### config.mk
export PLATFORM = sky130hd
export DESIGN_NAME = seq_mac
export DESIGN_NICKNAME = d
export VERILOG_FILES = /design/src/rtl/seq_mac.sv
export SDC_FILE = /design/constraint.sdc
export NUM_CORES = 1
export LEC_CHECK = 0
export CORE_MARGIN = 4
export CORE_UTILIZATION = 35
export CTS_BUF_LIST = sky130_fd_sc_hd__clkbuf_4 sky130_fd_sc_hd__clkbuf_8 sky130_fd_sc_hd__clkbuf_16
export DETAILED_ROUTE_END_ITERATION = 16
export HOLD_SLACK_MARGIN = 0.06
export RECOVER_POWER = 100
export SLEW_MARGIN = 20
export SYNTH_ARGS = -nofsm -noshare
export SYNTH_HDL_FRONTEND = slang
export SYNTH_SLANG_ARGS = --single-unit
### constraint.sdc
create_clock -name clka -period 8.2 [get_ports clka]
set_input_delay 0.82 -clock clka [delete_from_list [all_inputs] [get_ports clka]]
set_output_delay 0.82 -clock clka [all_outputs]
set_load 0.005 [all_outputs]
### src/rtl/seq_mac.sv
// Sequential shift-add multiplier/accumulator: one iteration per cycle, WIDTH iterations.
// Optional macro SEQ_MAC_SIGNED_EN enables signed ops (op[0]=1); otherwise op[0] is ignored.
module seq_mac #(
  parameter int WIDTH = 32
) (
  input  logic               clka,
  input  logic               rst,
  input  logic               start,
  input  logic [1:0]         op,
  input  logic               acc_clr,
  input  logic [WIDTH-1:0]   dataA,
  input  logic [WIDTH-1:0]   dataB,
  output logic               busy,
  output logic               done,
  output logic [2*WIDTH-1:0] dataOut
);

  localparam int CW = (WIDTH > 1) ? $clog2(WIDTH) : 1;

  typedef enum logic [1:0] {IDLE, RUN, DONE} state_t;

  state_t             state;
  logic [2*WIDTH-1:0] mcand;
  logic [2*WIDTH-1:0] prod;
  logic [WIDTH-1:0]   mplier;
  logic [CW-1:0]      cnt;
  logic               accum;
  logic [WIDTH-1:0]   mag_a;
  logic [WIDTH-1:0]   mag_b;
  logic [2*WIDTH-1:0] prod_nxt;
  logic [2*WIDTH-1:0] result;

  // prod_nxt already includes the current iteration, so the final edge can load it directly
  assign prod_nxt = prod + (mplier[0] ? mcand : '0);

`ifdef SEQ_MAC_SIGNED_EN
  logic signed_op;
  logic neg;
  assign signed_op = op[0];
  // Negating the most negative value wraps back to itself, which is its correct unsigned magnitude
  assign mag_a  = (signed_op && dataA[WIDTH-1]) ? -dataA : dataA;
  assign mag_b  = (signed_op && dataB[WIDTH-1]) ? -dataB : dataB;
  assign result = neg ? -prod_nxt : prod_nxt;
`else
  logic unused_op0;
  assign unused_op0 = op[0];
  assign mag_a  = dataA;
  assign mag_b  = dataB;
  assign result = prod_nxt;
`endif

  always_ff @(posedge clka) begin
    if (rst) begin
      state   <= IDLE;
      busy    <= 1'b0;
      done    <= 1'b0;
      dataOut <= '0;
      mcand   <= '0;
      mplier  <= '0;
      prod    <= '0;
      cnt     <= '0;
      accum   <= 1'b0;
`ifdef SEQ_MAC_SIGNED_EN
      neg     <= 1'b0;
`endif
    end else begin
      done <= 1'b0;
      case (state)
        IDLE: begin
          busy <= 1'b0;
          if (acc_clr)
            dataOut <= '0;
          if (start) begin
            state  <= RUN;
            mcand  <= {{WIDTH{1'b0}}, mag_a};
            mplier <= mag_b;
            prod   <= '0;
            cnt    <= CW'(WIDTH - 1);
            accum  <= op[1];
`ifdef SEQ_MAC_SIGNED_EN
            neg    <= signed_op & (dataA[WIDTH-1] ^ dataB[WIDTH-1]);
`endif
          end
        end
        RUN: begin
          busy   <= 1'b1;
          prod   <= prod_nxt;
          mcand  <= mcand << 1;
          mplier <= mplier >> 1;
          if (cnt == '0) begin
            state   <= DONE;
            dataOut <= accum ? (dataOut + result) : result;
          end else begin
            cnt <= cnt - 1'b1;
          end
        end
        DONE: begin
          busy  <= 1'b0;
          done  <= 1'b1;
          state <= IDLE;
        end
        default: begin
          busy  <= 1'b0;
          state <= IDLE;
        end
      endcase
    end
  end

endmodule

Word level (Yosys, flattened, before mapping)
Cells that the tools add are included.

Logic and storage cells: 45. Output and inout bits: 66. Bits of input ports: 70. Register bits: 234.

Multiplexer cells: 19. Reduce and logical (&&, ||, !) cells: 8. Add/subtract/negate cells: 3. Eq/ne operators: 6.

Operators by type and width (number): 64-bit 2-to-1 mux (6); 64-bit one-hot mux with 2 select lines (3); 64-bit adder (2); 32-bit one-hot mux with 2 select lines (1); 32-bit 2-to-1 mux (1); 5-bit 2-to-1 mux (2); 5-bit one-hot mux with 2 select lines (1); 2-bit inequality test, second input constant (4); 2-bit AND reduction (3); 3-bit AND reduction (2); 5-bit logical NOT (1); 5-bit by 1-bit subtractor with 5-bit output, second input constant (1); 2-bit 2-to-1 mux (2); 2-bit one-hot mux with 2 select lines (1); 2-bit by 1-bit == test with 1-bit output, second input constant (1); 2-bit == test, second input constant (1); 2-bit logical NOT (1); 1-bit 2-to-1 mux (2); 2-bit nonzero test (1).

Longest topological paths before layout
Depth in word-level cells: 6. Gate-level depth with buffers: 28. Depth with buffers taken out: 26.

Worst setup path after synthesis
No wires, ideal clock.

Path type: register to register. Start point: reg mplier[0]. End point: reg dataOut[63]. Library setup time: 0.125 ns. Setup slack: 2.479 ns. Path buffers: 3. Clock period less this slack: 5.721 ns. Required time: 8.075 ns. Arrival time: 5.596 ns. Cell stages (with the launch flop): 29. Cell sequence: dfxtp_1 -> clkbuf_1 -> clkbuf_1 -> and2_1 -> ha_1 -> buf_2 -> and4_1 -> and2_1 -> a221oi_1 -> o31ai_2 -> o21ai_0 -> nand2_1 -> a21boi_0 -> o211ai_1 -> a221oi_1 -> xor2_1 -> inv_1 -> ha_1 -> a21oi_1 -> o21ai_0 -> a211oi_1 -> o31ai_1 -> a21oi_1 -> o21bai_1 -> a221o_1 -> and2_1 -> a2111oi_0 -> xor2_1 -> o21ai_1.

Cells in the longest elaborated chain, start to end: 6.

Ends and longest elaborated chain: start, declared (line 25) `logic [WIDTH-1:0] mplier;`; start signal, assigned (line 76) `mplier <= mag_b;`; start signal, assigned (line 89) `mplier <= mplier >> 1;`; 64-bit 2-to-1 mux * (line 34) `assign prod_nxt = prod + (mplier[0] ? mcand : '0);`; 64-bit adder * (line 34); 64-bit adder (line 92) `dataOut <= accum ? (dataOut + result) : result;`; 64-bit 2-to-1 mux * (line 92); 64-bit 2-to-1 mux * (line 90) `if (cnt == '0) begin`; 64-bit one-hot mux with 2 select lines * (line 68) `case (state)`; end signal, assigned (line 92); end, declared (line 15) `output logic [2*WIDTH-1:0] dataOut`.

Every way passes the cells marked *; elsewhere a longest branch is shown, timed or not. The select of a mux whose other input is x is not followed. A chain may end at the register's enable or synchronous reset.

Worst setup path after layout
Ends and elaborated chain as after synthesis.

==> metrics.csv <==
metric,value,unit
status,finished with violations,
violations,"max-capacitance violations, max-slew violations",
postCtsSetupBuffers,0,
wl_per_cell,18.2,um
ys_types,71,
ys_seq_area_frac,0.288,
cts_buffers,30,
fin_setup_tns,0,ps
die_w,224,um
setup_viol,0,
root_buffer,clkbuf_16,
cts_tree,yes,
drt-total-wl,49.6,mm
critPathLaunchType,flip-flop,
grt_max_degree,97,
clk_latency,580,ps
syn_area,0.0163,sq mm
htree_levels,1,
top_layer,met4,
cpMostUsedCell,o21ai_0,
hold-path-endpoint,prod[7],
diodes,0,
grt_pass1_wl,78.7,mm
layout-drive-gt1-share,0.0460,
max_slew_margin,-1.26,
synthCells,2037,
swShare,0.266,
start_util,0.356,
gp_congestion,0.930,
fp-row-count,78,
cap_viol_max_count,7,
holdBufCountCts,0,
synth-warning-count,0,
syn2layout_area_growth,17.8,%
wirelength_met1,23.3,mm
cts_buffer_depth,3,
timing.rr.start,mplier[0],
fin_crit_sh,0.885,
crit_type,flip-flop to flip-flop,
synth.avg_cell_area,7.99,sq um
arrival,7700,ps
syn_nets,2244,
rsz0062_at_grt,false,
finalClockSkew,13.3,ps
grt_pass1_vias,14545,
synthArstFlopShare,0,
routed-wl-met2,22.9,mm
slew_violations,417,
path_cells,"and2_0, ha_1, inv_1, fa_1, nor2b_1, o211ai_1, a32oi_1, o211ai_1, a211oi_1, nor2_1, o21ai_0, xor2_1, ha_1, a21oi_1, o21ai_0, a211oi_1, o31ai_1, a21oi_1, o21bai_1, a221o_1, and2_0, a2111oi_0, xor2_1, o21ai_0",
cts.clk_slew.worst_paths,60,ps
hp-start,prod[7],
synth_seq_cells,234,
antenna_found_initial,0,
ff2ff_path_depth,24,
grt_use_total,0.189,
port_buffers,134,
io_pins,136,
slowest_delay,790,ps
clkSinkCount,234,
layout_commonest_cell,nand2_1,
grt-ovfl-total,0,
intPower,0.00225,W
min_path_type,flip-flop to flip-flop,
drt_iter0_markers,1086,
cp.required,8640,ps
die_y,224,um
worst_setup_path_end_kind,flip-flop,
ir_drop,0.168,mV
dieArea,0.0500,sq mm
r2r_slack,950,ps
tightest_slew,3400,ps
routed-via-count,15277,
hold_path_depth,2,
cp.buffers_inverters,1,
power_frac_clock,0.483,
crit_family,compound AO/OA/AOI/OAI gates,
vias_per_cell,5.60,
drcViolationCount,0,
critPathSlowestCell,dfxtp_1,
synth-edff-count,0,
p_seq_frac,0.398,
p_sw,0.000815,W
dp_hpwl,36.6,mm
final_cell_mix,"266 x nand2_1, 233 x dfxtp_1, 180 x nor2_1",
critPathLaunch,mplier[0],
final.min_clock_period,7250,ps
r2r_end,dataOut[63],
cp_max_fo,24,
powerDensity,160,mW/mm^2
leakage,8.69,nW
antenna_left,0,
drt_first_pass_iters,5,
nets,2314,
fillers,4655,
pwr-share-comb,0.119,
hold_viol_final,0,
post_cts_resized,0,
fmax,0.138,GHz
whs,470,ps
route.met3.wl,2.02,mm
coreArea,0.0457,sq mm
synth-main-ff-cell,dfxtp_1,
power groups by stage:
stage                     Sequential [W]  Combinational [W]  Clock (W)
after floorplan                  0.00123           0.000247          0
after global placement           0.00124           0.000357          0
after detailed placement         0.00124           0.000363          0
after CTS                        0.00122           0.000364    0.00152
after global routing             0.00122           0.000403    0.00157
final                            0.00122           0.000363    0.00148
per-layer routing:
layer | up-vias | GRT usage
met1 | 7234 | 0.257
met4 | 0 | 0.0543
met3 | 84 | 0.0256
met5 | - | 0
li1 | 7606 | -
met2 | 353 | 0.314
Yosys cell counts, types with 8 or more instances:
| master | n | share of area |
|---|---|---|
| nor2b_1 | 14 | 0.0054 |
| a22oi_1 | 21 | 0.0097 |
| a211oi_1 | 18 | 0.0083 |
| inv_1 | 43 | 0.0099 |
| dfxtp_1 | 234 | 0.29 |
| a311oi_1 | 62 | 0.033 |
| xor2_1 | 53 | 0.029 |
| o21bai_1 | 19 | 0.0088 |
| o211ai_1 | 17 | 0.0078 |
| nand2b_1 | 13 | 0.0050 |
| a21oi_1 | 153 | 0.047 |
| o21ai_0 | 84 | 0.026 |
| a21o_1 | 86 | 0.040 |
| nor3_1 | 25 | 0.0077 |
| and3_1 | 18 | 0.0069 |
| o21a_1 | 12 | 0.0055 |
| xnor2_1 | 71 | 0.038 |
| clkbuf_1 | 104 | 0.024 |
| and2_1 | 83 | 0.032 |
| nand2_1 | 266 | 0.061 |
| or2_2 | 8 | 0.0031 |
| a22o_1 | 91 | 0.049 |
| nand3_1 | 28 | 0.0086 |
| mux2i_1 | 22 | 0.014 |
| buf_1 | 9 | 0.0021 |
| a21boi_0 | 8 | 0.0037 |
| nand4_1 | 22 | 0.0085 |
| a31oi_1 | 20 | 0.0077 |
| nor2_1 | 181 | 0.042 |
| o31ai_1 | 9 | 0.0042 |
| ha_1 | 135 | 0.10 |
worst min-delay path: stages (launching register included):
cell and delay [ps]:
dfxtp_1 330, nand2_1 50, o21ai_0 60
worst max path at each step:
| stage | endpoint | slack, ps | cells after the start |
|---|---|---|---|
| after floorplan | dataOut[63] | 2480 | 28 |
| after global placement | dataOut[63] | 1100 | 24 |
| after detailed placement | dataOut[63] | 1060 | 24 |
| after CTS | dataOut[63] | 1010 | 24 |
| after global routing | dataOut[63] | 380 | 24 |
| final | dataOut[63] | 950 | 24 |
registers in the layout, summed over array words and instances, names as in the netlist:
register / flops
busy: 1
dataOut: 64
accum: 1
mcand: 64
mplier: 32
cnt: 5
prod: 64
done: 1
state: 2
per-stage QoR:
stage / area (sq um) / setup WS, ps / utilization / instances / total power, W
2_1_floorplan: 16300 / 2480 / - / 2037 / 0.00148
3_3_place_gp: 18100 / 1100 / 0.396 / 2675 / 0.00160
3_5_place_dp: 18100 / 1060 / 0.396 / 2675 / 0.00161
4_1_cts: 19200 / 1010 / 0.421 / 2730 / 0.00310
5_1_grt: 19200 / 379 / 0.420 / 2730 / 0.00320
6_report: 19200 / 946 / 0.420 / 2730 / 0.00306
area by class of cell:
| class | count | area [sq um] | share of cell area |
|---|---|---|---|
| Tap cell | 600 | 751 | 0.0392 |
| Clock inverter | 14 | 260 | 0.0136 |
| Inverter | 44 | 165 | 0.00862 |
| Clock buffer | 41 | 865 | 0.0451 |
| Sequential cell | 234 | 4690 | 0.244 |
| Multi-Input combinational cell | 1645 | 11000 | 0.573 |
| Timing Repair Buffer | 152 | 1450 | 0.0756 |
cell families (layout without fill, tap and decap cells):
kind of cell,Yosys count,in the layout,synth area share
AO/OA/AOI/OAI,674,674,0.294
flip-flops,234,234,0.288
multiplexers,26,26,0.0163
XOR/XNOR,124,124,0.0668
buffers and inverters,158,251,0.0365
adder cells (fa/ha/maj),137,137,0.106
AND/OR/NAND/NOR,684,684,0.193
Power figures use the tool's default switching activity.
